**src/rtl/scalar_seq_ctrl_pkg.sv**
```systemverilog
// Shared definitions for the scalar sequencer: opcodes, PE_scalar operation
// codes, FSM state encoding and instruction field offsets.
package scalar_seq_ctrl_pkg;

  // Controller opcodes; 011..110 are treated as NOPs.
  localparam logic [2:0] OP_LUI  = 3'b000;
  localparam logic [2:0] OP_ADDI = 3'b001;
  localparam logic [2:0] OP_BEQ  = 3'b010;
  localparam logic [2:0] OP_HALT = 3'b111;

  // Operation codes understood by PE_scalar.
  localparam logic [2:0] PE_OP_NONE  = 3'b000;
  localparam logic [2:0] PE_OP_ADDI  = 3'b001;
  localparam logic [2:0] PE_OP_CMPEQ = 3'b010;

  // Instruction word is {op, rd, rs1, rs2, imm}. The register and opcode
  // fields sit above the data-width immediate, so these offsets are added
  // to the immediate width to find each field.
  localparam int FIELD_W = 3;
  localparam int OP_OFS  = 9;
  localparam int RD_OFS  = 6;
  localparam int RS1_OFS = 3;
  localparam int RS2_OFS = 0;

  localparam logic [15:0] RETIRED_MAX = 16'hFFFF;

  typedef enum logic [1:0] {
    ST_IDLE = 2'd0,
    ST_RUN  = 2'd1,
    ST_DONE = 2'd2
  } state_e;

endpackage

```
**src/rtl/scalar_seq_ctrl_pe.sv**
```systemverilog
// PE_scalar: combinational scalar datapath shared with the controller.
// Performs immediate add and equality compare; idle op yields zeros.
module PE_scalar
  import scalar_seq_ctrl_pkg::*;
#(
  parameter int dwidth_int = 32
) (
  input  logic [dwidth_int-1:0] inp1,
  input  logic [dwidth_int-1:0] inp2,
  input  logic [dwidth_int-1:0] R_immediate,
  input  logic [2:0]            op_scalar,
  output logic [dwidth_int-1:0] out1,
  output logic                  flag_eq
);

  // Decode the requested operation; results are zero unless selected.
  always_comb begin
    out1    = '0;
    flag_eq = 1'b0;
    case (op_scalar)
      PE_OP_ADDI:  out1    = inp1 + R_immediate;
      PE_OP_CMPEQ: flag_eq = (inp1 == inp2);
      default: ;
    endcase
  end

endmodule

```
**src/rtl/scalar_seq_ctrl.sv**
```systemverilog
// scalar_seq_ctrl: tiny in-order sequencer that fetches one instruction per
// cycle from an inline instruction memory and executes it against an inline
// register file, using a single PE_scalar for add and compare.
module scalar_seq_ctrl
  import scalar_seq_ctrl_pkg::*;
#(
  parameter int dwidth_int = 32,
  parameter int IMEM_DEPTH = 16,
  parameter int NREG       = 8
) (
  input  logic                          clk,
  input  logic                          rst_n,
  input  logic                          prog_we,
  input  logic [$clog2(IMEM_DEPTH)-1:0] prog_addr,
  input  logic [12+dwidth_int-1:0]      prog_wdata,
  input  logic                          start,
  output logic                          busy,
  output logic                          done,
  output logic [$clog2(IMEM_DEPTH)-1:0] pc,
  output logic [15:0]                   retired,
  input  logic [2:0]                    rf_raddr,
  output logic [dwidth_int-1:0]         rf_rdata
);

  localparam int PCW = $clog2(IMEM_DEPTH);
  localparam int IW  = 12 + dwidth_int;

  logic [IW-1:0]         imem_q [IMEM_DEPTH];
  logic [dwidth_int-1:0] rf_q   [NREG];

  state_e          state_q, state_d;
  logic [PCW-1:0]  pc_q, pc_d;
  logic [15:0]     retired_q, retired_d;

  logic [IW-1:0]         instr;
  logic [2:0]            op, rd, rs1, rs2;
  logic [dwidth_int-1:0] imm, rs1Data, rs2Data;
  logic [PCW-1:0]        pcInc;

  logic                  rfWe;
  logic [dwidth_int-1:0] rfWdata;
  logic [2:0]            peOp;
  logic [dwidth_int-1:0] peOut;
  logic                  peFlagEq;

  assign instr   = imem_q[pc_q];
  assign op      = instr[dwidth_int+OP_OFS  +: FIELD_W];
  assign rd      = instr[dwidth_int+RD_OFS  +: FIELD_W];
  assign rs1     = instr[dwidth_int+RS1_OFS +: FIELD_W];
  assign rs2     = instr[dwidth_int+RS2_OFS +: FIELD_W];
  assign imm     = instr[dwidth_int-1:0];
  assign rs1Data = rf_q[rs1];
  assign rs2Data = rf_q[rs2];
  assign pcInc   = (pc_q == PCW'(IMEM_DEPTH-1)) ? '0 : pc_q + 1'b1;

  PE_scalar #(.dwidth_int(dwidth_int)) u_pe (
    .inp1        (rs1Data),
    .inp2        (rs2Data),
    .R_immediate (imm),
    .op_scalar   (peOp),
    .out1        (peOut),
    .flag_eq     (peFlagEq)
  );

  // Next-state, PC, retire count and register-write decode for the sequencer.
  always_comb begin
    state_d   = state_q;
    pc_d      = pc_q;
    retired_d = retired_q;
    rfWe      = 1'b0;
    rfWdata   = '0;
    peOp      = PE_OP_NONE;
    case (state_q)
      ST_IDLE: begin
        if (start) begin
          state_d   = ST_RUN;
          pc_d      = '0;
          retired_d = '0;
        end
      end
      ST_RUN: begin
        if (retired_q != RETIRED_MAX) retired_d = retired_q + 16'd1;
        pc_d = pcInc;
        case (op)
          OP_LUI: begin
            rfWe    = 1'b1;
            rfWdata = imm;
          end
          OP_ADDI: begin
            peOp    = PE_OP_ADDI;
            rfWe    = 1'b1;
            rfWdata = peOut;
          end
          OP_BEQ: begin
            peOp = PE_OP_CMPEQ;
            if (peFlagEq) pc_d = imm[PCW-1:0];
          end
          OP_HALT: begin
            pc_d    = pc_q;
            state_d = ST_DONE;
          end
          default: ;
        endcase
      end
      ST_DONE: state_d = ST_IDLE;
      default: state_d = ST_IDLE;
    endcase
  end

  // Architectural state; reset aborts any instruction on the same edge.
  always_ff @(posedge clk) begin
    if (!rst_n) begin
      state_q   <= ST_IDLE;
      pc_q      <= '0;
      retired_q <= '0;
      for (int i = 0; i < NREG; i++) rf_q[i] <= '0;
    end else begin
      state_q   <= state_d;
      pc_q      <= pc_d;
      retired_q <= retired_d;
      if (rfWe) rf_q[rd] <= rfWdata;
    end
  end

  // Program loading is locked out while running; memory survives reset.
  always_ff @(posedge clk) begin
    if (prog_we && (state_q != ST_RUN)) imem_q[prog_addr] <= prog_wdata;
  end

  assign busy     = (state_q == ST_RUN);
  assign done     = (state_q == ST_DONE);
  assign pc       = pc_q;
  assign retired  = retired_q;
  assign rf_rdata = rf_q[rf_raddr];

endmodule

```
**config.mk**
```make
export PLATFORM = sky130hd
export DESIGN_NAME = scalar_seq_ctrl
export DESIGN_NICKNAME = d
export VERILOG_FILES = /design/src/rtl/scalar_seq_ctrl_pkg.sv /design/src/rtl/scalar_seq_ctrl_pe.sv /design/src/rtl/scalar_seq_ctrl.sv
export SDC_FILE = /design/constraint.sdc
export NUM_CORES = 1
export LEC_CHECK = 0
export CORE_MARGIN = 8
export CORE_UTILIZATION = 45
export CTS_BUF_LIST = sky130_fd_sc_hd__clkbuf_8
export CTS_CLUSTER_SIZE = 12
export DETAILED_ROUTE_END_ITERATION = 16
export GPL_TIMING_DRIVEN = 1
export PLACE_DENSITY = 0.62
export SETUP_SLACK_MARGIN = 0.4
export SYNTH_ARGS = -nofsm -noshare
export SYNTH_HDL_FRONTEND = slang
export SYNTH_SLANG_ARGS = --single-unit
export TNS_END_PERCENT = 5
```
**constraint.sdc**
```tcl
create_clock -name clk -period 8.1 [get_ports clk]
set_clock_uncertainty 0.2 [all_clocks]
set_input_delay 2.025 -clock clk [delete_from_list [all_inputs] [get_ports clk]]
set_output_delay 2.025 -clock clk [all_outputs]
set_load 0.02 [all_outputs]
```
==> results_dict.tcl <==
set metrics [dict create \
    rows 116 \
    cts.sinks 986 \
    vias 26890 \
    gp_congestion 0.8930 \
    ios 109 \
    wire_per_inst_um 29.37 \
    core_um2 99710 \
    vdd_drop_max_mv 0.1327 \
    yosysWarnings 0 \
    ctsResizeCount 0 \
    netlist_top_cells_area "edfxtp_1, mux4_2, mux2i_1" \
    io_buffer_count 108 \
    synth_cell_types 70 \
    status "finished clean" \
    hold_path_class "flip-flop to flip-flop" \
    min_period_over_period 0.8690 \
    drc 0 \
    clkTransAtPathRegs_ns 0.06 \
    synthArstFlopShare 0 \
    area_growth_pct 12.93 \
    dp_hpwl_mm 73.64 \
    cpPeakStageDelay_ns 0.70 \
    dp_slack_ns 1.194 \
    post-cts-setup-buffers 0 \
    setup_tns_ns 0 \
    synth_top_cell_area_share 0.6400 \
    synth_edf_count 960 \
    layout.nets 3014 \
    synthCells 2727 \
    syn_avg_cell_area_um2 16.52 \
    cts_buffer_depth 3 \
    setup-violations-final 0 \
    max_slew.worst_pin.slew_ns 1.183 \
    track_usage 0.2255 \
    layout.cells.non_filler 4349 \
    clock-root-buffer "clkbuf_8" \
    drt-initial-drc-count 2528 \
    max_freq_ghz 0.1421 \
    numCtsBuffers 162 \
    firstDrtPassIters 5 \
    crit_path_end_kind "flip-flop" \
    startpoint_type "flip-flop" \
    antenna_found_initial 10 \
    drive_above_1_share 0.2154 \
    dpl.cell_count 4052 \
    initial_core_util 0.4517 \
    via_per_inst 6.182 \
    fp.dieH_um 332.4 \
    grt_max_degree 113 \
    power_density_nw_per_um2 217.5 \
    drt_wl_total_mm 127.7 \
    crit_arrival_ns 7.40 \
    crit_fanout 24 \
    crit_type "flip-flop to flip-flop" \
    die_x_um 332.4 \
    synth.largest_area_cell "edfxtp_1" \
    htree_num_levels 4 \
    fin_total_pwr_mw 11.06 \
    grt_pass1_vias 27670 \
    fin_crit_ns 7.039 \
    ys.flop_type "edfxtp_1" \
    die_area_um2 110500 \
    synth_nets 2823 \
    cp.buffers_inverters 2 \
    clock_latency_ns 0.86 \
    cts_tree "done" \
    drtAntennaViolNets 0 \
    report.final.hold_viol_count 0 \
    crit_family "compound AO/OA/AOI/OAI gates" \
    p_leak_nw 16.89 \
    grt_setup_unrepaired "no" \
    yosysSeqAreaShare 0.6516 \
    grt_remaining_overflow 0 \
    cp_slowest_cell "dfxtp_4" \
    synth_seq_cells 986 \
    final.setup.worst_slack_ns 1.061 \
    path_cells "mux4_2 -> mux2i_1 -> mux2_2 -> nor2b_2 -> nand3_1 -> and3_1 -> ha_1 -> fa_1 -> nand3_1 -> a21oi_1 -> o211ai_1 -> a21oi_1 -> o211ai_1 -> a2111oi_0 -> buf_4 -> o211ai_1 -> a21oi_1 -> o2111a_1 -> a211oi_1 -> buf_4 -> nor2_1" \
    slew_headroom 0.2096 \
    hold_buffers 0 \
    grt_first_pass_wirelength_mm 185.6 \
    worst_ep_required_time_ns 8.46 \
    slew_violations 0 \
    syn_area_um2 45040 \
    max_cap_viol_count 0 \
]
-- state kept, by name, indices dropped and copies added (netlist names), named ones only --
register and flops:
imem_q 704, state_q 2, rf_q 256, pc 4, retired 16
-- worst paths after layout --
kind | from | end | slack (ns) | cells after the start
min reg2reg | retired[15]$_SDFFE_PN0P_ | retired[15]$_SDFFE_PN0P_ | 0.32 | 2
max reg2reg | flip-flop | rf_q[3][30]$_SDFFCE_PN0P_ | 1.06 | 21
min | retired[15]$_SDFFE_PN0P_ | retired[15]$_SDFFE_PN0P_ | 0.32 | 2
max | flip-flop | rf_q[3][30]$_SDFFCE_PN0P_ | 1.06 | 21
-- synthesized netlist by cell type, drive strengths merged, types with 15 or more instances --
library cell	instances
a22o	22
ha	40
clkbuf	82
nor3	18
mux2i	221
xnor2	27
nand3	37
buf	76
mux4	278
xor2	31
dfxtp	26
nor2b	15
nand2	181
nor2	294
and3	22
o21ai	29
inv	27
o22ai	19
a221oi	37
mux2	60
edfxtp	960
a21oi	47
-- area by class of cell --
class / count / area, um2
Fill cell: 8090 / 48850
Sequential cell: 986 / 29360
Multi-Input combinational cell: 1556 / 15030
Clock buffer: 165 / 2271
Timing Repair Buffer: 185 / 1709
Tap cell: 1298 / 1624
Clock inverter: 127 / 752.0
Inverter: 27 / 101.3
Antenna cell: 5 / 12.51
-- per-layer routing --
layer / global-route usage / vias to the layer above / wire length [um] / share of wire
li1: - / 11320 / - / -
met1: 0.2871 / 14020 / 50820 / 0.40
met2: 0.3814 / 1237 / 63030 / 0.49
met3: 0.04844 / 302 / 9438 / 0.074
met4: 0.08188 / 8 / 4386 / 0.034
met5: 0 / - / 51 / 0.00040
-- cell families (layout without fill, tap and decap cells) --
| group | after synthesis | in the layout | synth area share |
|---|---|---|---|
| compound gates | 261 | 261 | 0.04186 |
| xor+xnor | 58 | 58 | 0.01128 |
| fa+ha+maj | 41 | 41 | 0.01156 |
| buf+inv | 185 | 504 | 0.01831 |
| flops | 986 | 986 | 0.6516 |
| mux | 559 | 559 | 0.2036 |
| other cells | 0 | 5 | 0 |
| simple gates | 637 | 637 | 0.06186 |
-- cell usage in the layout (no fill, tap or decap), types with 40 or more instances in the layout --
master | Yosys | layout
a21oi_1 | 47 | 47
mux2_2 | 53 | 53
edfxtp_1 | 960 | 960
clkbuf_8 | 0 | 165
clkinv_1 | 0 | 41
ha_1 | 40 | 40
buf_4 | 16 | 73
inv_1 | 27 | 81
clkdlybuf4s50_1 | 0 | 105
nand2_1 | 181 | 180
mux2i_1 | 218 | 218
mux4_2 | 278 | 278
nor2_1 | 293 | 274
-- per-stage QoR --
stage | hold slack [ns] | utilization | instance area (um2)
global route | 0.3628 | 0.5100 | 50860
detailed placement | 0.3090 | 0.4797 | 47830
CTS | 0.3178 | 0.5100 | 50850
finish | 0.3173 | 0.5101 | 50870
global placement | 0.2835 | 0.4797 | 47830
floorplan | 0.3659 | - | 45040
-- where the power goes --
group          switching, mW  total [mW]  internal (mW)  leakage, nW
Combinational          0.737        1.22          0.486         5.95
Sequential            0.0569        5.74           5.68         9.21
Clock                   2.02        4.10           2.08         1.74
Total                   2.81        11.1           8.25         16.9
-- tightest hold or removal path: stages, from the launching register on --
cell,delay (ns)
dfxtp_1,0.33
o21ai_0,0.08
a21oi_1,0.06
Note: power is estimated with default switching activity, not from simulation.
